--- config.mk ---
export PLATFORM = sky130hd
export DESIGN_NAME = rr_grant_ctrl8_flat
export DESIGN_NICKNAME = d
export VERILOG_FILES = /design/src/rtl/rr_grant_pkg.sv /design/src/rtl/rr_grant_ctrl8_if.sv /design/src/rtl/decoder3_8.sv /design/src/rtl/rr_grant_ctrl8.sv /design/src/flat_wrapper.sv
export SDC_FILE = /design/constraint.sdc
export NUM_CORES = 1
export LEC_CHECK = 0
export ABC_CLOCK_PERIOD_IN_PS = 7900
export CAP_MARGIN = 20
export CELL_PAD_IN_SITES_DETAIL_PLACEMENT = 1
export CELL_PAD_IN_SITES_GLOBAL_PLACEMENT = 1
export CORE_AREA = 3 3 75 77
export CTS_BUF_LIST = sky130_fd_sc_hd__clkbuf_4
export DETAILED_ROUTE_END_ITERATION = 16
export DIE_AREA = 0 0 78 80
export MAX_ROUTING_LAYER = met4
export PLACE_DENSITY = 0.76
export SLEW_MARGIN = 20
export SYNTH_ARGS = -nofsm -noshare
export SYNTH_HDL_FRONTEND = slang
export SYNTH_SLANG_ARGS = --single-unit
--- constraint.sdc ---
create_clock -name clk -period 7.9 [get_ports clk]
set_clock_uncertainty 0.05 [all_clocks]
set_input_delay 0.79 -clock clk [delete_from_list [all_inputs] [get_ports clk]]
set_output_delay 0.79 -clock clk [all_outputs]
set_load 0.01 [all_outputs]
--- src/rtl/rr_grant_pkg.sv ---
// Shared types and helpers for the 8-way round-robin grant controller.
// Holds the FSM state encoding and the rotating-priority search.
package rr_grant_pkg;

  localparam int N_REQ = 8;
  localparam int IDX_W = 3;
  localparam int CNT_W = 8;

  typedef enum logic {
    IDLE,
    GRANT
  } state_t;

  // First set bit of req searching ptr, ptr+1, ... modulo N_REQ.
  function automatic logic [IDX_W-1:0] next_rr(
    input logic [N_REQ-1:0] req,
    input logic [IDX_W-1:0] ptr
  );
    logic [IDX_W-1:0] idx;
    logic             hit;
    next_rr = ptr;
    hit     = 1'b0;
    for (int i = 0; i < N_REQ; i++) begin
      idx = ptr + IDX_W'(i);
      if (!hit && req[idx]) begin
        next_rr = idx;
        hit     = 1'b1;
      end
    end
  endfunction

endpackage

--- src/rtl/rr_grant_ctrl8_if.sv ---
// Request/grant bundle between requesters and the grant controller.
// master = requester side, slave = arbiter side.
interface rr_grant_ctrl8_if;
  import rr_grant_pkg::*;

  logic [N_REQ-1:0] req;
  logic             done;
  logic [N_REQ-1:0] gnt;
  logic [IDX_W-1:0] gnt_idx;
  logic             gnt_valid;
  logic             preempt;

  modport master (
    output req,
    output done,
    input  gnt,
    input  gnt_idx,
    input  gnt_valid,
    input  preempt
  );

  modport slave (
    input  req,
    input  done,
    output gnt,
    output gnt_idx,
    output gnt_valid,
    output preempt
  );

endinterface

--- src/rtl/decoder3_8.sv ---
// 3-to-8 binary to one-hot decoder.
// Pure combinational.
module decoder3_8 (
  input  logic [2:0] a,
  output logic [7:0] y
);

  assign y = 8'b1 << a;

endmodule

--- src/rtl/rr_grant_ctrl8.sv ---
// Round-robin owner sequencing for one 8-slot shared resource.
// One IDLE bubble per hand-over; hold time bounded by HOLD_MAX.
module rr_grant_ctrl8
  import rr_grant_pkg::*;
#(
  parameter int HOLD_MAX = 8
) (
  input  logic              clk,
  input  logic              rst,
  rr_grant_ctrl8_if.slave   bus
);

  localparam logic [CNT_W-1:0] HOLD_LAST = CNT_W'(HOLD_MAX - 1);

  state_t           state, state_nx;
  logic [IDX_W-1:0] ptr, ptr_nx;
  logic [IDX_W-1:0] idx, idx_nx;
  logic [CNT_W-1:0] cnt, cnt_nx;
  logic             pre, pre_nx;
  logic [N_REQ-1:0] dec_y;
  logic             rel_done;
  logic             rel_drop;
  logic             rel_to;

  always_ff @(posedge clk) begin
    if (!rst) begin
      assert (HOLD_MAX >= 1 && HOLD_MAX <= 255)
        else $error("rr_grant_ctrl8: HOLD_MAX=%0d illegal", HOLD_MAX);
    end
  end

  always_ff @(posedge clk) begin
    if (rst) begin
      state <= IDLE;
      ptr   <= '0;
      idx   <= '0;
      cnt   <= '0;
      pre   <= 1'b0;
    end else begin
      state <= state_nx;
      ptr   <= ptr_nx;
      idx   <= idx_nx;
      cnt   <= cnt_nx;
      pre   <= pre_nx;
    end
  end

  assign rel_done = bus.done;
  assign rel_drop = !bus.req[idx];
  assign rel_to   = (cnt == HOLD_LAST);

  always_comb begin
    state_nx = state;
    ptr_nx   = ptr;
    idx_nx   = idx;
    cnt_nx   = cnt;
    pre_nx   = 1'b0;
    unique case (state)
      IDLE: begin
        if (|bus.req) begin
          idx_nx   = next_rr(bus.req, ptr);
          cnt_nx   = '0;
          state_nx = GRANT;
        end
      end
      GRANT: begin
        if (rel_done || rel_drop || rel_to) begin
          state_nx = IDLE;
          ptr_nx   = idx + IDX_W'(1);
          // Timeout only counts as preemption when nothing else released.
          pre_nx   = rel_to && !rel_done && !rel_drop;
        end else begin
          cnt_nx = cnt + CNT_W'(1);
        end
      end
      default: state_nx = IDLE;
    endcase
  end

  decoder3_8 u_dec (
    .a (idx),
    .y (dec_y)
  );

  assign bus.gnt_valid = (state == GRANT);
  assign bus.gnt_idx   = idx;
  assign bus.preempt   = pre;
  assign bus.gnt       = dec_y & {N_REQ{bus.gnt_valid}};

endmodule

--- src/flat_wrapper.sv ---
// flat-port wrapper written by rule: the top's interface ports become plain ports
module rr_grant_ctrl8_flat import rr_grant_pkg::*;
#(
  parameter int HOLD_MAX = 8
)
  (clk, rst, bus_req, bus_done, bus_gnt, bus_gnt_idx, bus_gnt_valid, bus_preempt);
  rr_grant_ctrl8_if bus_i ();
  input  logic clk;
  input  logic rst;
  input wire logic [$bits(bus_i.req)-1:0] bus_req;
  input wire logic [$bits(bus_i.done)-1:0] bus_done;
  output wire logic [$bits(bus_i.gnt)-1:0] bus_gnt;
  output wire logic [$bits(bus_i.gnt_idx)-1:0] bus_gnt_idx;
  output wire logic [$bits(bus_i.gnt_valid)-1:0] bus_gnt_valid;
  output wire logic [$bits(bus_i.preempt)-1:0] bus_preempt;
  assign bus_i.req = bus_req;
  assign bus_i.done = bus_done;
  assign bus_gnt = bus_i.gnt;
  assign bus_gnt_idx = bus_i.gnt_idx;
  assign bus_gnt_valid = bus_i.gnt_valid;
  assign bus_preempt = bus_i.preempt;
  rr_grant_ctrl8 #(.HOLD_MAX(HOLD_MAX)) u_core (.clk(clk), .rst(rst), .bus(bus_i));
endmodule
* After elaboration in Yosys (flattened, before gate mapping)
Cells that the tools add are included.
Operators by class: add/subtract/negate cells 9, order comparisons 9, equal/unequal tests 3, shift operators 1, multiplexer cells 52, bitwise gates (word level) 3, reductions and logical operators 25
Operators by type and width (number):
- 3-bit by 4-bit < comparator with 1-bit output (second input constant) | 9
- 1-bit two-way mux | 32
- 1-bit binary-select mux with 3-bit select | 9
- 3-bit two-way mux | 7
- 8-bit two-way mux | 2
- 8-bit one-hot mux with 2 select lines | 1
- 3-bit adder (second input constant) | 4
- 1-bit logical AND | 9
- 1-bit logical NOT | 9
- 8-bit by 1-bit adder with 8-bit output (second input constant) | 1
- 8-bit AND | 1
- 8-bit by 3-bit == test with 1-bit output (second input constant) | 1
- 8-bit OR reduction | 1
- 1-bit by 3-bit left shift with 8-bit output (first input constant) | 1
- 3-bit by 1-bit adder with 3-bit output (second input constant) | 2
- 3-bit by 2-bit adder with 3-bit output (second input constant) | 2
- 2-bit AND reduction | 3
- 3-bit OR reduction | 1
- 1-bit logical OR | 2
- 2-bit by 1-bit inequality test with 1-bit output (second input constant) | 1
- 2-bit inequality test (second input constant) | 1
- 1-bit inverter | 2
- 1-bit one-hot mux with 2 select lines | 1
Storage, ports and cells: flip-flop bits (word level) 16, output and inout port bits 13, logic and storage cells 107

* Logic depth before layout (Yosys ltp)
depth in word-level cells 38, depth in mapped cells 11, gate-level depth less buffers 8

* By module
Synthesis repeated with hierarchy kept, for this count alone.
Unflattened totals: cells, all modules 194, area, all modules 1780.5 um^2
By module, submodules not included:
- rr_grant_ctrl8 | times used 1, cells an instance 186, area each 1715.4 um^2
- decoder3_8 | times used 1, cells an instance 8, area each 65.1 um^2

* Least setup slack after synthesis
OpenSTA, ideal clock, no wires.
kind reg-to-reg, start register u_core.ptr[1], end register u_core.idx[1], in the netlist u_core.bus.gnt_idx[1], setup time 95 ps, arrival 3210 ps, required time 7755 ps, path slack 4544 ps, stages on the path, launching flop included 12, buffers on the path 3, cells stage by stage dfxtp_1 clkbuf_1 clkbuf_1 inv_1 ha_1 buf_6 mux2_4 mux4_2 o22a_2 nor4_4 a311oi_1 a221oi_1
Between the ends: cells in the longest elaborated chain, start to end 38
RTL lines:
- from (decl) | line rr_grant_ctrl8.sv:16 | logic [IDX_W-1:0] ptr, ptr_nx;
- from (signal assigned) | line rr_grant_ctrl8.sv:41 | ptr <= ptr_nx;
- 1-bit binary-select mux with 3-bit select | line rr_grant_pkg.sv:25 | if (!hit && req[idx]) begin
- 1-bit two-way mux (implied by the code) | line rr_grant_pkg.sv:25
- 1-bit two-way mux | line rr_grant_pkg.sv:25
- 1-bit two-way mux | line rr_grant_ctrl8.sv:60 | if (|bus.req) begin
- 1-bit two-way mux | line rr_grant_ctrl8.sv:58 | unique case (state)
- 1-bit logical NOT | line rr_grant_pkg.sv:25
- 1-bit logical AND | line rr_grant_pkg.sv:25
- 1-bit two-way mux | line rr_grant_pkg.sv:25
- [22 not listed]
- 1-bit logical NOT | line rr_grant_pkg.sv:25
- 1-bit logical AND | line rr_grant_pkg.sv:25
- 1-bit two-way mux | line rr_grant_pkg.sv:25
- 1-bit two-way mux | line rr_grant_ctrl8.sv:60
- 1-bit two-way mux | line rr_grant_ctrl8.sv:58
- 1-bit logical NOT | line rr_grant_pkg.sv:25
- 1-bit logical AND | line rr_grant_pkg.sv:25
- 3-bit two-way mux * | line rr_grant_pkg.sv:25
- to (signal assigned) | line rr_grant_ctrl8.sv:42 | idx <= idx_nx;
- to (decl) | line rr_grant_ctrl8.sv:17 | logic [IDX_W-1:0] idx, idx_nx;
Every way passes the cells marked *; elsewhere a longest branch is shown, timed or not. The select of a mux whose other input is x is not followed. A chain may end at the register's enable or synchronous reset.

* Worst setup path after layout
start register u_core.ptr[0], end register u_core.idx[1], in the netlist u_core.bus.gnt_idx[1]
The elaborated chain is that of the path after synthesis.

==> flow_metrics.env <==
export IMPL_crit_arrival_ns=4.13
export IMPL_placeableCoreArea_sq_um=5075
export IMPL_post_synthesis_net_count=223
export IMPL_final_hold_violation_count=0
export IMPL_netlist_cell_type_count=52
export IMPL_worst_r2r_setup_slack_ns=3.92
export IMPL_setup_worst_path_class="reg2reg"
export IMPL_yosys_warn_count=0
export IMPL_tritoncts_num_buffers=3
export IMPL_critPathLaunchType="register"
export IMPL_synth_seq_cells=16
export IMPL_num_rows=26
export IMPL_clkTransAtPathRegs_ns=0.09
export IMPL_fin_area_sq_um=2133
export IMPL_post_synth_most_frequent_cells="sky130_fd_sc_hd__nor2_1 (21), sky130_fd_sc_hd__dfxtp_1 (16), sky130_fd_sc_hd__nand2_1 (14)"
export IMPL_ff_latch_area_sq_um=320.3
export IMPL_number_of_max_slew_violations_in_the_final_report=0
export IMPL_drcViolationCount=0
export IMPL_timing_hold_worst_endpoint="u_core.cnt[1]$_SDFFE_PP0P_"
export IMPL_gp_congestion=0.9011
export IMPL_route_antenna_remaining_nets=0
export IMPL_synth_sequential_area_ratio=0.1740
export IMPL_route_detailed_wl_per_inst_um=17.30
export IMPL_synth_cell_area_sq_um=1841
export IMPL_timing_hold_worst_path_depth=2
export IMPL_timing_critical_path_to_type="register"
export IMPL_floorplan_die_height_um=80
export IMPL_fin_crit_ns=3.983
export IMPL_timing_rr_start="u_core.ptr[0]$_SDFFE_PP0N_"
export IMPL_syn_instance_count=203
export IMPL_insertedDiodeCount=0
export IMPL_die_boundary_width_um=78
export IMPL_worstPathRequired_ns=8.05
export IMPL_drt_pre_antenna_iters=4
export IMPL_max_cap_violations=0
export IMPL_fillCellCount=619
export IMPL_wirelength_mm=5.017
export IMPL_internal_power_w=0.0001864
export IMPL_power_switching_w=0.0001358
export IMPL_power_density_relative_to_cell_area_nw_per_um2=151.0
export IMPL_cts_hold_fix_buffers=0
export IMPL_netlist_area_leader_share=0.1740
export IMPL_cts_setup_buffers=0
export IMPL_synth_top_cell_by_area="sky130_fd_sc_hd__dfxtp_1"
export IMPL_clkPwrFrac=0.139
export IMPL_synth_area_top_cells="sky130_fd_sc_hd__dfxtp_1 (17%), sky130_fd_sc_hd__mux4_2 (11%), sky130_fd_sc_hd__mux4_1 (7.1%)"
export IMPL_fin_crit_sh=0.5042
export IMPL_dpl_cell_area_sq_um=2107
export IMPL_grt_pass1_vias=1720
export IMPL_simple_gate_fraction_of_synth_area=0.2237
export IMPL_worst_r2r_path_depth=8
export IMPL_hpwl_mm=3.897
export IMPL_groute_usage_overall=0.1789
export IMPL_worstReg2RegEnd="u_core.bus.gnt_idx[1]$_SDFFE_PP0P_"
export IMPL_number_of_enable_type_register_cells_in_the_synthesized_netlist=0
export IMPL_overflow=0
export IMPL_grt_setup_unrepaired="no"
export IMPL_combinational_family_with_the_most_area_after_synthesis="multiplexers"
export IMPL_vias=1688
export IMPL_clock_sinks=16
export IMPL_clockRootBuffer="sky130_fd_sc_hd__clkbuf_4"
export IMPL_final_layout_size_suffix_gt1_frac=0.1182
export IMPL_outcome="complete, no violations"
export IMPL_worst_hold_startpoint="u_core.cnt[1]$_SDFFE_PP0P_"
export IMPL_hold_path_class="reg2reg"
export IMPL_start_util=0.3627
export IMPL_worst_skew_pair_late_latency_ns=0.29
export IMPL_post_cts_resized_instances=0
export IMPL_share_comb_of_total_power=0.544
export IMPL_synth_compound_gate_area_share=0.1536
export IMPL_viasPerCell=5.821
export IMPL_nets=241
export IMPL_place_port_buffers=23
export IMPL_worst_slew_pin_transition_ns=0.9808
export IMPL_ys_flop_type="sky130_fd_sc_hd__dfxtp_1"
export IMPL_largest_net_degree_at_the_start_of_global_routing=21
export IMPL_slew_headroom=0.3452
export IMPL_grt_pass1_wl_mm=8.776
export IMPL_power_ir_vdd_worst_v=0.00006109
export IMPL_synthMuxAreaShare=0.2984
export IMPL_flow_area_growth_from_synthesis_pct=15.91
export IMPL_drt_iter0_markers=78
export IMPL_fin_tns_setup_ns=0
export IMPL_p_sw_frac=0.4215
export IMPL_seqPwrFrac=0.317
export IMPL_timing_fmax_mhz=251.1
export IMPL_largest_buffer_count_on_any_clock_path=2
export IMPL_cts_max_level=1
export IMPL_cts_tree="done"
export IMPL_final_setup_viol_count=0
export IMPL_multiInputGateArea_sq_um=1435
export IMPL_synth_avg_cell_area_sq_um=9.067
export IMPL_io_pins=24
export IMPL_timing_critical_path_fanout_max=20
export IMPL_post_synth_xor_area_fraction=0.04283
export IMPL_synthMostInstantiatedCell="sky130_fd_sc_hd__nor2_1"
export IMPL_antenna_found_initial=0
export IMPL_power_static_leakage_nw=0.7204
export IMPL_synthAdderAreaFrac=0.06118
export IMPL_postSynth_asyncResetShare=0
export IMPL_design_die_area_sq_um=6240
[how the worst max path moves through the flow]
stage,start,endpoint,cells past startpoint
2_1_floorplan,u_core.ptr[1]$_SDFFE_PP0N_,u_core.bus.gnt_idx[1]$_SDFFE_PP0P_,11
3_3_place_gp,u_core.ptr[0]$_SDFFE_PP0N_,u_core.bus.gnt_idx[1]$_SDFFE_PP0P_,8
3_5_place_dp,u_core.ptr[0]$_SDFFE_PP0N_,u_core.bus.gnt_idx[1]$_SDFFE_PP0P_,8
4_1_cts,u_core.ptr[0]$_SDFFE_PP0N_,u_core.bus.gnt_idx[1]$_SDFFE_PP0P_,8
5_1_grt,u_core.ptr[0]$_SDFFE_PP0N_,u_core.bus.gnt_idx[1]$_SDFFE_PP0P_,8
6_report,u_core.ptr[0]$_SDFFE_PP0N_,u_core.bus.gnt_idx[1]$_SDFFE_PP0P_,8
[through the flow]
stage	hold WS [ns]	power [W]	cells	util	setup WS, ns
after detailed placement	0.4791	0.0002779	286	0.4152	3.930
after CTS	0.5058	0.0003243	290	0.4204	3.902
final	0.4968	0.0003222	290	0.4204	3.917
after global placement	0.4597	0.0002760	286	0.4152	4.100
after global routing	0.5360	0.0003493	290	0.4204	3.635
after floorplan	0.4347	0.0002290	203	-	4.544
[kinds of logic after synthesis]
family,count (synthesis)
muxes,34
adders and majority gates,9
DFF,16
AOI/OAI and AO/OA,40
buffers and inverters,19
and+or+nand+nor,76
xor gates and xnor gates,9
[critical path: stages (launching register included)]
cell,delay [ns]
sky130_fd_sc_hd__dfxtp_1,0.98
sky130_fd_sc_hd__inv_1,0.20
sky130_fd_sc_hd__ha_1,0.65
sky130_fd_sc_hd__mux2_2,0.40
sky130_fd_sc_hd__mux4_1,0.57
sky130_fd_sc_hd__o22a_2,0.27
sky130_fd_sc_hd__nor4_4,0.33
sky130_fd_sc_hd__a311oi_1,0.15
sky130_fd_sc_hd__a221oi_1,0.29
[placed cells by master, fill, tap and decap left out, types with 3 or more instances in the layout]
cell	Yosys	routed
sky130_fd_sc_hd__xnor2_1	7	7
sky130_fd_sc_hd__nor3b_1	3	3
sky130_fd_sc_hd__ha_1	9	9
sky130_fd_sc_hd__nor3_1	5	5
sky130_fd_sc_hd__mux4_2	9	9
sky130_fd_sc_hd__nor2_1	21	21
sky130_fd_sc_hd__and3_1	3	3
sky130_fd_sc_hd__nand2_1	14	14
sky130_fd_sc_hd__and2_1	5	5
sky130_fd_sc_hd__o211ai_1	3	3
sky130_fd_sc_hd__nand3_1	3	3
sky130_fd_sc_hd__mux2i_1	11	11
sky130_fd_sc_hd__clkdlybuf4s50_1	0	23
sky130_fd_sc_hd__clkbuf_4	0	3
sky130_fd_sc_hd__o41ai_1	3	3
sky130_fd_sc_hd__a21oi_1	7	7
sky130_fd_sc_hd__a31oi_1	4	4
sky130_fd_sc_hd__dfxtp_1	16	16
sky130_fd_sc_hd__nand4_1	3	3
sky130_fd_sc_hd__mux2_2	8	8
sky130_fd_sc_hd__mux4_1	5	5
sky130_fd_sc_hd__inv_1	9	9
sky130_fd_sc_hd__o21ai_0	7	7
sky130_fd_sc_hd__nor2b_1	3	3
sky130_fd_sc_hd__nand2b_1	3	3
[flip-flops by register name, summed over array words and instances (netlist names)]
signal	flops
u_core.cnt	8
u_core.bus.gnt_valid	1
u_core.ptr	3
u_core.bus.gnt_idx	3
u_core.bus.preempt	1
[cell type report]
type	instances	share of cell area
multi-input cells	168	0.6727
flip-flops and latches	16	0.1501
repair buffers	23	0.1079
well taps	70	0.04106
inverters	9	0.01584
clock buffers	3	0.01056
clock inverters	1	0.001760
[power by group through the flow]
stage                      Clock, W  Sequential [W]  Combinational, W
after floorplan                   0       0.0000933          0.000136
after global placement            0        0.000104          0.000172
after detailed placement          0        0.000104          0.000174
after CTS                 0.0000473        0.000103          0.000174
after global routing      0.0000523        0.000104          0.000193
final                     0.0000447        0.000102          0.000175
[layer usage]
layer	up-vias	part of all wire	GRT usage
li1	811	-	-
met1	840	0.47	0.2346
met2	30	0.49	0.2920
met3	7	0.028	0.03047
met4	0	0.012	0.03671
met5	-	0	-
(Power assumes the default switching activity.)
